==> config.mk <==
export PLATFORM = sky130hd
export DESIGN_NAME = ui_digit_blinker
export DESIGN_NICKNAME = d
export VERILOG_FILES = /design/src/rtl/ui_digit_blinker.sv
export SDC_FILE = /design/constraint.sdc
export NUM_CORES = 1
export LEC_CHECK = 0
export BUFFER_PORTS_ARGS = -buffer_cell sky130_fd_sc_hd__buf_2
export CORE_AREA = 2 2 100 54
export DETAILED_ROUTE_END_ITERATION = 12
export DIE_AREA = 0 0 102 56
export PLACE_DENSITY = 0.88
export REMOVE_ABC_BUFFERS = 1
export SYNTH_ARGS = -nofsm -noshare
export SYNTH_HDL_FRONTEND = slang
export SYNTH_SLANG_ARGS = --single-unit
==> constraint.sdc <==
create_clock -name clk -period 2.32 [get_ports clk]
set_input_delay 0.696 -clock clk [delete_from_list [all_inputs] [get_ports clk]]
set_output_delay 0.696 -clock clk [all_outputs]
set_load 0.05 [all_outputs]
==> src/rtl/ui_digit_blinker.sv <==
// ui_digit_blinker: registered one-hot digit-line decoder with an owned edit
// cursor and an internal blink-phase prescaler, so the cursor digit can flash
// at a slow or fast rate without an external slow clock.
module ui_digit_blinker #(
  parameter int unsigned NUM_DIGITS = 32,
  parameter int unsigned SEL_W      = 5,
  parameter int unsigned PRESCALE   = 25000,
  parameter int unsigned FAST_DIV   = 4
) (
  input  logic                  clk,
  input  logic                  reset,
  input  logic                  prog_running,
  input  logic [SEL_W-1:0]      digit_in,
  input  logic                  blink_en,
  input  logic                  fast_mode,
  input  logic                  cur_load,
  input  logic [SEL_W-1:0]      cur_load_val,
  input  logic                  cur_left,
  input  logic                  cur_right,
  output logic [SEL_W-1:0]      cursor,
  output logic                  blink_phase,
  output logic [NUM_DIGITS-1:0] digits_out
);

  // Counter only ever holds 0..PRESCALE-1 (fast limit is never larger).
  localparam int unsigned CNT_W = (PRESCALE > 1) ? $clog2(PRESCALE) : 1;

  localparam logic [CNT_W-1:0] SLOW_LIM = CNT_W'(PRESCALE - 1);
  localparam logic [CNT_W-1:0] FAST_LIM = CNT_W'((PRESCALE / FAST_DIV) - 1);
  localparam logic [SEL_W-1:0] LAST_DIG = SEL_W'(NUM_DIGITS - 1);

  logic [CNT_W-1:0]      cnt;
  logic [CNT_W-1:0]      cnt_n;
  logic                  phase_n;
  logic [SEL_W-1:0]      cursor_n;
  logic [NUM_DIGITS-1:0] digits_n;
  logic [CNT_W-1:0]      lim;
  logic                  load_acc;
  logic                  right_acc;
  logic                  left_acc;
  logic                  restart;
  logic                  show;
  logic                  in_range;

  // Cursor command acceptance: blocked entirely while a program runs.
  always_comb begin
    load_acc  = !prog_running && cur_load;
    right_acc = !prog_running && !cur_load && cur_right && !cur_left;
    left_acc  = !prog_running && !cur_load && cur_left && !cur_right;
    restart   = load_acc || right_acc || left_acc;
  end

  // Prescaler and blink phase next state; a cursor command restarts the
  // on-phase so the newly selected digit is visible immediately.
  always_comb begin
    lim     = fast_mode ? FAST_LIM : SLOW_LIM;
    cnt_n   = cnt + CNT_W'(1);
    phase_n = blink_phase;
    if (cnt == lim) begin
      cnt_n   = '0;
      phase_n = !blink_phase;
    end else if (cnt > lim) begin
      cnt_n = '0;
    end
    if (restart) begin
      cnt_n   = '0;
      phase_n = 1'b1;
    end
  end

  // Cursor next state: load (clamped), then wrap-around single-step moves.
  always_comb begin
    cursor_n = cursor;
    if (load_acc) begin
      cursor_n = (cur_load_val > LAST_DIG) ? LAST_DIG : cur_load_val;
    end else if (right_acc) begin
      cursor_n = (cursor == LAST_DIG) ? '0 : cursor + SEL_W'(1);
    end else if (left_acc) begin
      cursor_n = (cursor == '0) ? LAST_DIG : cursor - SEL_W'(1);
    end
  end

  // Digit enable decode against the pre-update cursor and phase.
  always_comb begin
    show     = prog_running || !blink_en || (digit_in != cursor) || blink_phase;
    in_range = 32'(digit_in) < NUM_DIGITS;
    digits_n = '0;
    if (show && in_range) begin
      digits_n = NUM_DIGITS'(1) << digit_in;
    end
  end

  // State and output registers.
  always_ff @(posedge clk or posedge reset) begin
    if (reset) begin
      cnt         <= '0;
      blink_phase <= 1'b1;
      cursor      <= '0;
      digits_out  <= '0;
    end else begin
      cnt         <= cnt_n;
      blink_phase <= phase_n;
      cursor      <= cursor_n;
      digits_out  <= digits_n;
    end
  end

endmodule

==> results of run 1 <==
## layer usage
layer	part of all wire [%]	vias up	GRT usage [%]
met4	0.30	0	4.00
met1	51	988	33.6
met2	40	93	28.0
met3	9.0	2	5.15
li1	-	982	-
met5	0	-	0
## path summary, 6_finish.rpt
| check | startpoint | slack [ps] | end |
|---|---|---|---|
| setup / recovery | fast_mode | 80 | cnt[5]$_DFF_PP0_ |
| hold / removal | reset | 390 | digits_out[9]$_DFF_PP0_ |
| setup reg to reg | cnt[8]$_DFF_PP0_ | 190 | cnt[5]$_DFF_PP0_ |
| hold reg to reg | cnt[14]$_DFF_PP0_ | 560 | cnt[14]$_DFF_PP0_ |
| max in group asynchronous | reset | 1420 | digits_out[22]$_DFF_PP0_ |
| min in group clk | cnt[14]$_DFF_PP0_ | 560 | cnt[14]$_DFF_PP0_ |
## cells in the mapped netlist, types with 2 or more instances
library cell and instances:
a22oi_1 2, nand2_1 11, dfrtp_1 52, ha_1 14
nand3b_1 4, inv_1 9, a211oi_1 2, o211ai_1 2
a21o_1 2, nor4_1 2, xnor2_1 4, nand4_1 3
a21oi_1 7, buf_1 3, xor2_1 16, a31oi_1 2
clkbuf_1 7, nand3_1 10, and4_1 2, or2_2 2
nand2b_1 5, o21ai_0 5, and3_1 4, o22ai_1 3
nor2_1 54
## where the power goes
part / switching, uW / internal, uW / total (uW)
Combinational: 270 / 151 / 421
Sequential: 51.5 / 962 / 1010
Clock: 305 / 220 / 525
## critical path, stage by stage
cell       delay, ps
buf_2            120
ha_1             320
a2111oi_2        350
o21bai_1          90
or4_4            520
a21o_2           260
nor2_1           110
## placed cells by master, fill, tap and decap left out, types with 4 or more instances in the layout
| master | synthesis | layout |
|---|---|---|
| a21oi_1 | 7 | 7 |
| and3_1 | 4 | 4 |
| buf_2 | 0 | 55 |
| buf_4 | 0 | 12 |
| clkbuf_8 | 0 | 5 |
| dfrtp_1 | 52 | 52 |
| ha_1 | 14 | 14 |
| inv_1 | 9 | 8 |
| nand2_1 | 11 | 11 |
| nand2b_1 | 5 | 5 |
| nand3_1 | 10 | 10 |
| nand3b_1 | 4 | 4 |
| nor2_1 | 54 | 54 |
| o21ai_0 | 5 | 5 |
| xnor2_1 | 4 | 4 |
| xor2_1 | 16 | 16 |
## cell families after synthesis
family,synth area share (%)
buffers and inverters,3.26
adders and majority gates,6.91
AOI/OAI and AO/OA,9.03
DFF,52.4
xor gates and xnor gates,7.55
and+or+nand+nor,20.9
## repair_timing
item	4_1_cts	5_1_grt
gates resized for setup	2	3
setup buffers	0	0
endpoints found under the setup margin	14	14
gates cloned	0	1
## registers in the layout, indices dropped and copies added (netlist names)
register	flops
cnt	15
blink_phase	1
cursor	5
digits_out	32
## cell type report
cell class	count	area [sq um]	share of cell area, %
clock buffer	5	68.8	2.23
inverter	9	33.8	1.10
tap	70	87.6	2.84
sequential	53	1330	43.1
timing repair buffer	68	385	12.5
clock inverter	3	26.3	0.853
multi-input combinational	177	1150	37.4
## stage by stage
step | total power [uW] | hold slack [ps] | setup TNS, ps
after floorplan | 1300 | 505 | -862
after global placement | 1430 | 530 | -4400
after detailed placement | 1440 | 538 | -5080
after CTS | 1970 | 397 | 0
after global routing | 2060 | 421 | -0.267
final | 1960 | 391 | 0
==> impl_metrics.env, run 1 <==
export IMPL_design_die_area_sq_um=5710
export IMPL_slew_violations=0
export IMPL_drive_above_1_share_pct=27.6
export IMPL_grt_max_degree=34
export IMPL_placedInstanceArea_sq_um=2960
export IMPL_route_detailed_drc=0
export IMPL_ys_seq_area_share_pct=52.4
export IMPL_start_kind="input port"
export IMPL_final_nets=346
export IMPL_design_area_sq_um=3080
export IMPL_async_flop_share_pct=100
export IMPL_syn_inst=249
export IMPL_fin_cells=385
export IMPL_synth_cell_types=47
export IMPL_fillers=399
export IMPL_syn_avg_cell_area_sq_um=10.2
export IMPL_drv_cap=0
export IMPL_hold_path_class="input port to asynchronous set/reset pin"
export IMPL_synth_edf_count=0
export IMPL_core_sq_um=4770
export IMPL_min_period_ps=2240
export IMPL_clock_latency_ps=300
export IMPL_clk_pin_slew_ps=100
export IMPL_areaGrowthSynthToFinish_pct=21.5
export IMPL_die_y_um=56
export IMPL_grt_pass1_vias=1890
export IMPL_antenna_cells=0
export IMPL_htreeDepth=2
export IMPL_die_w_um=102
export IMPL_end_kind="register"
export IMPL_row_count=18
export IMPL_ir_worst_vdd_mv=0.331
export IMPL_pin_count=56
export IMPL_gp_congestion=0.928
export IMPL_slew_headroom_pct=66.3
export IMPL_p_per_area_nw_per_um2=636
export IMPL_placed_cells=376
export IMPL_cts_sinks=53
export IMPL_grt_pass1_wl_um=9210
export IMPL_synth_top_area_share_pct=51.3
export IMPL_cts_tree="built"
export IMPL_cts_max_path_buffers=2
export IMPL_setup_viol=0
export IMPL_p_leak_uw=0.00159
export IMPL_fmax_mhz=447
export IMPL_r2r_cells=6
export IMPL_status="complete, no violations"
export IMPL_netlist_top_cells_area="dfrtp_1 51%, nor2_1 8.0%, ha_1 6.9%"
export IMPL_synth_seq_cells=53
export IMPL_dr_pass1_iters=4
export IMPL_crit_path_max_fanout=7
export IMPL_cp_data_required_time_ps=2560
export IMPL_finClkSkew_ps=7.91
export IMPL_ant_nets=0
export IMPL_crit_type="input port to register"
export IMPL_grtUsageTotal_pct=20.8
export IMPL_drt_vias_per_instance=5.36
export IMPL_cts_buffers=5
export IMPL_wl_um=5700
export IMPL_portBuffers=55
export IMPL_antenna_found_initial=0
export IMPL_routedWlPerCell_um=14.8
export IMPL_netlist_area_sq_um=2530
export IMPL_ys_warn_count=0
export IMPL_place_hpwl_um=4320
export IMPL_gr_total_overflow=0
export IMPL_start_util_pct=53.1
export IMPL_hold_violations=0
export IMPL_synthFlopType="dfrtp_1"
export IMPL_timing_final_ws_setup_ps=83.7
export IMPL_synth_top_cell_by_area="dfrtp_1"
export IMPL_drt_iter0_markers=91
export IMPL_clockRootBuffer="clkbuf_8"
export IMPL_finalCritPeriodShare_pct=96.4
export IMPL_worstMarginPinSlew_ps=500
export IMPL_fin_util_pct=64.5
export IMPL_pre_cts_slack_ps=-374
export IMPL_hold_buffers=0
export IMPL_worstPathArrival_ps=2480
export IMPL_vias=2065
(Power assumes the default switching activity.)
==> run 2: changes to the inputs <==
--- a/config.mk
+++ b/config.mk
@@ -9,7 +9,7 @@
 export CORE_AREA = 2 2 100 54
 export DETAILED_ROUTE_END_ITERATION = 12
 export DIE_AREA = 0 0 102 56
-export PLACE_DENSITY = 0.88
+export PLACE_DENSITY = 0.81
 export REMOVE_ABC_BUFFERS = 1
 export SYNTH_ARGS = -nofsm -noshare
 export SYNTH_HDL_FRONTEND = slang
==> run 2 against run 1 <==
Compared with the run above: design area is 0.16% higher; clock power hardly changed; hold slack got worse by 21 ps; flip-flop and latch count is the same; routed wire length fell by 0.63%; total power rose by 0.11%; global-route usage fell by 0.071 points; sequential share of layout area is 0.070 points lower; first-iteration DRC count is 27% higher; via count decreased by 1.5%; critical path type unchanged.
==> impl_metrics.env, run 2 (same netlist as run 1, synthesis figures left out) <==
export IMPL_status="complete, no violations"
export IMPL_gp_congestion=0.996
export IMPL_hold_path_class="input port to asynchronous set/reset pin"
export IMPL_ir_worst_vdd_mv=0.290
export IMPL_cp_top_family="compound AO/OA/AOI/OAI gates"
export IMPL_crit_path_max_fanout=7
export IMPL_cp_slowest_cell="or4_4"
export IMPL_placed_cells=376
export IMPL_antenna_found_initial=0
export IMPL_cts_max_path_buffers=2
export IMPL_worstMarginPinSlew_ps=494
export IMPL_slowest_delay_ps=520
export IMPL_top_regs="digits_out (32), cnt (15), cursor (5)"
export IMPL_grtUsageTotal_pct=20.8
export IMPL_route_detailed_drc=0
export IMPL_end_kind="register"
export IMPL_slew_violations=0
export IMPL_min_period_ps=2270
export IMPL_crit_type="input port to register"
export IMPL_rsz0062_at_grt="no"
export IMPL_final_nets=346
export IMPL_die_w_um=102
export IMPL_start_util_pct=53.1
export IMPL_areaGrowthSynthToFinish_pct=21.7
export IMPL_drt_iter0_markers=116
export IMPL_p_leak_uw=0.00159
export IMPL_htreeDepth=2
export IMPL_design_die_area_sq_um=5710
export IMPL_ant_nets=0
export IMPL_fin_cells=385
export IMPL_largest_register_ffs=32
export IMPL_fmax_mhz=440
export IMPL_grt_max_degree=34
export IMPL_clockRootBuffer="clkbuf_8"
export IMPL_clock_latency_ps=310
export IMPL_antenna_cells=0
export IMPL_cts_setup_buffers=0
export IMPL_row_count=18
export IMPL_finalCritPeriodShare_pct=98.0
export IMPL_die_y_um=56
export IMPL_drive_above_1_share_pct=27.6
export IMPL_pin_count=56
export IMPL_cp_num_buf_inv=1
export IMPL_routedWlPerCell_um=14.7
export IMPL_final_cell_mix="55 x buf_2, 54 x nor2_1, 52 x dfrtp_1, 16 x xor2_1, 14 x ha_1"
export IMPL_wl_um=5670
export IMPL_place_hpwl_um=4230
export IMPL_worstPathArrival_ps=2510
export IMPL_gr_total_overflow=0
export IMPL_finClkSkew_ps=5.62
export IMPL_drv_cap=0
export IMPL_core_sq_um=4770
export IMPL_vias=2035
export IMPL_setup_viol=0
export IMPL_crit_chain="buf_2 -> ha_1 -> a2111oi_2 -> o21bai_1 -> or4_4 -> a21o_4 -> nor2_1"
export IMPL_top_register="digits_out"
export IMPL_p_per_area_nw_per_um2=636
export IMPL_fillers=410
export IMPL_grt_pass1_wl_um=9230
export IMPL_final_common_cell="buf_2"
export IMPL_cp_data_required_time_ps=2550
export IMPL_placedInstanceArea_sq_um=2960
export IMPL_cts_buffers=5
export IMPL_cts_tree="built"
export IMPL_hold_buffers=0
export IMPL_portBuffers=55
export IMPL_clk_pin_slew_ps=100
export IMPL_design_area_sq_um=3090
export IMPL_hold_violations=0
export IMPL_grt_pass1_vias=1904
export IMPL_multiInputGateArea_sq_um=1160
export IMPL_slew_headroom_pct=66.7
export IMPL_seqCellArea_sq_um=1330
export IMPL_dr_pass1_iters=5
export IMPL_drt_vias_per_instance=5.29
export IMPL_cts_sinks=53
export IMPL_start_kind="input port"
export IMPL_fin_util_pct=64.6
## run 2: changes by cell type in the layout (fill, tap and decap cells not counted), sizes merged
cell / before / now
clkinv: 0 / 1
clkinvlp: 2 / 1
## run 2: worst paths after layout
check / startpoint / end / slack [ps] / cells after the start
worst max-delay path: fast_mode / cnt[12]$_DFF_PP0_ / 50 / 7
max in group asynchronous: reset / blink_phase$_DFFE_PP1P_ / 1360 / 3
worst max register to register: cnt[8]$_DFF_PP0_ / cnt[12]$_DFF_PP0_ / 180 / 6
worst min-delay path: reset / digits_out[27]$_DFF_PP0_ / 370 / 2
min in group clk: cnt[14]$_DFF_PP0_ / cnt[14]$_DFF_PP0_ / 570 / 2
worst min register to register: cnt[14]$_DFF_PP0_ / cnt[14]$_DFF_PP0_ / 570 / 2
## run 2: per-layer routing
| layer | routed length [um] | up-vias | GRT usage [%] |
|---|---|---|---|
| li1 | - | 987 | - |
| met1 | 2870 | 963 | 30.3 |
| met2 | 2270 | 83 | 29.0 |
| met3 | 509 | 2 | 9.05 |
| met4 | 16 | 0 | 3.24 |
| met5 | 0 | - | 0 |
## run 2: power breakdown
part           total, uW  leakage, uW  internal [uW]  switching, uW
Clock                524    0.0000447            218            306
Sequential          1010     0.000716            962           53.1
Combinational        423     0.000833            150            272
Total               1960      0.00159           1330            631
## run 2: metrics by stage
step / setup TNS (ps) / setup slack [ps] / power, uW / hold slack [ps]
after floorplan: -862 / -63.2 / 1300 / 505
after global placement: -4520 / -326 / 1430 / 529
after detailed placement: -6050 / -454 / 1440 / 549
after CTS: 0 / 14.2 / 1970 / 369
after global routing: 0 / 0.000666 / 2080 / 388
final: 0 / 46.5 / 1960 / 370
## run 2: layout make-up
| type | count | area share (%) |
|---|---|---|
| inverters | 9 | 1.09 |
| clock inverters | 3 | 0.811 |
| multi-input cells | 177 | 37.5 |
| clock buffers | 5 | 2.23 |
| flip-flops and latches | 53 | 43.0 |
| well taps | 70 | 2.84 |
| repair buffers | 68 | 12.5 |
## run 2: timing repair
item                                    in CTS  in global routing
endpoints found under the setup margin      14                 14
gates cloned                                 0                  1
gates resized for setup                      3                  3
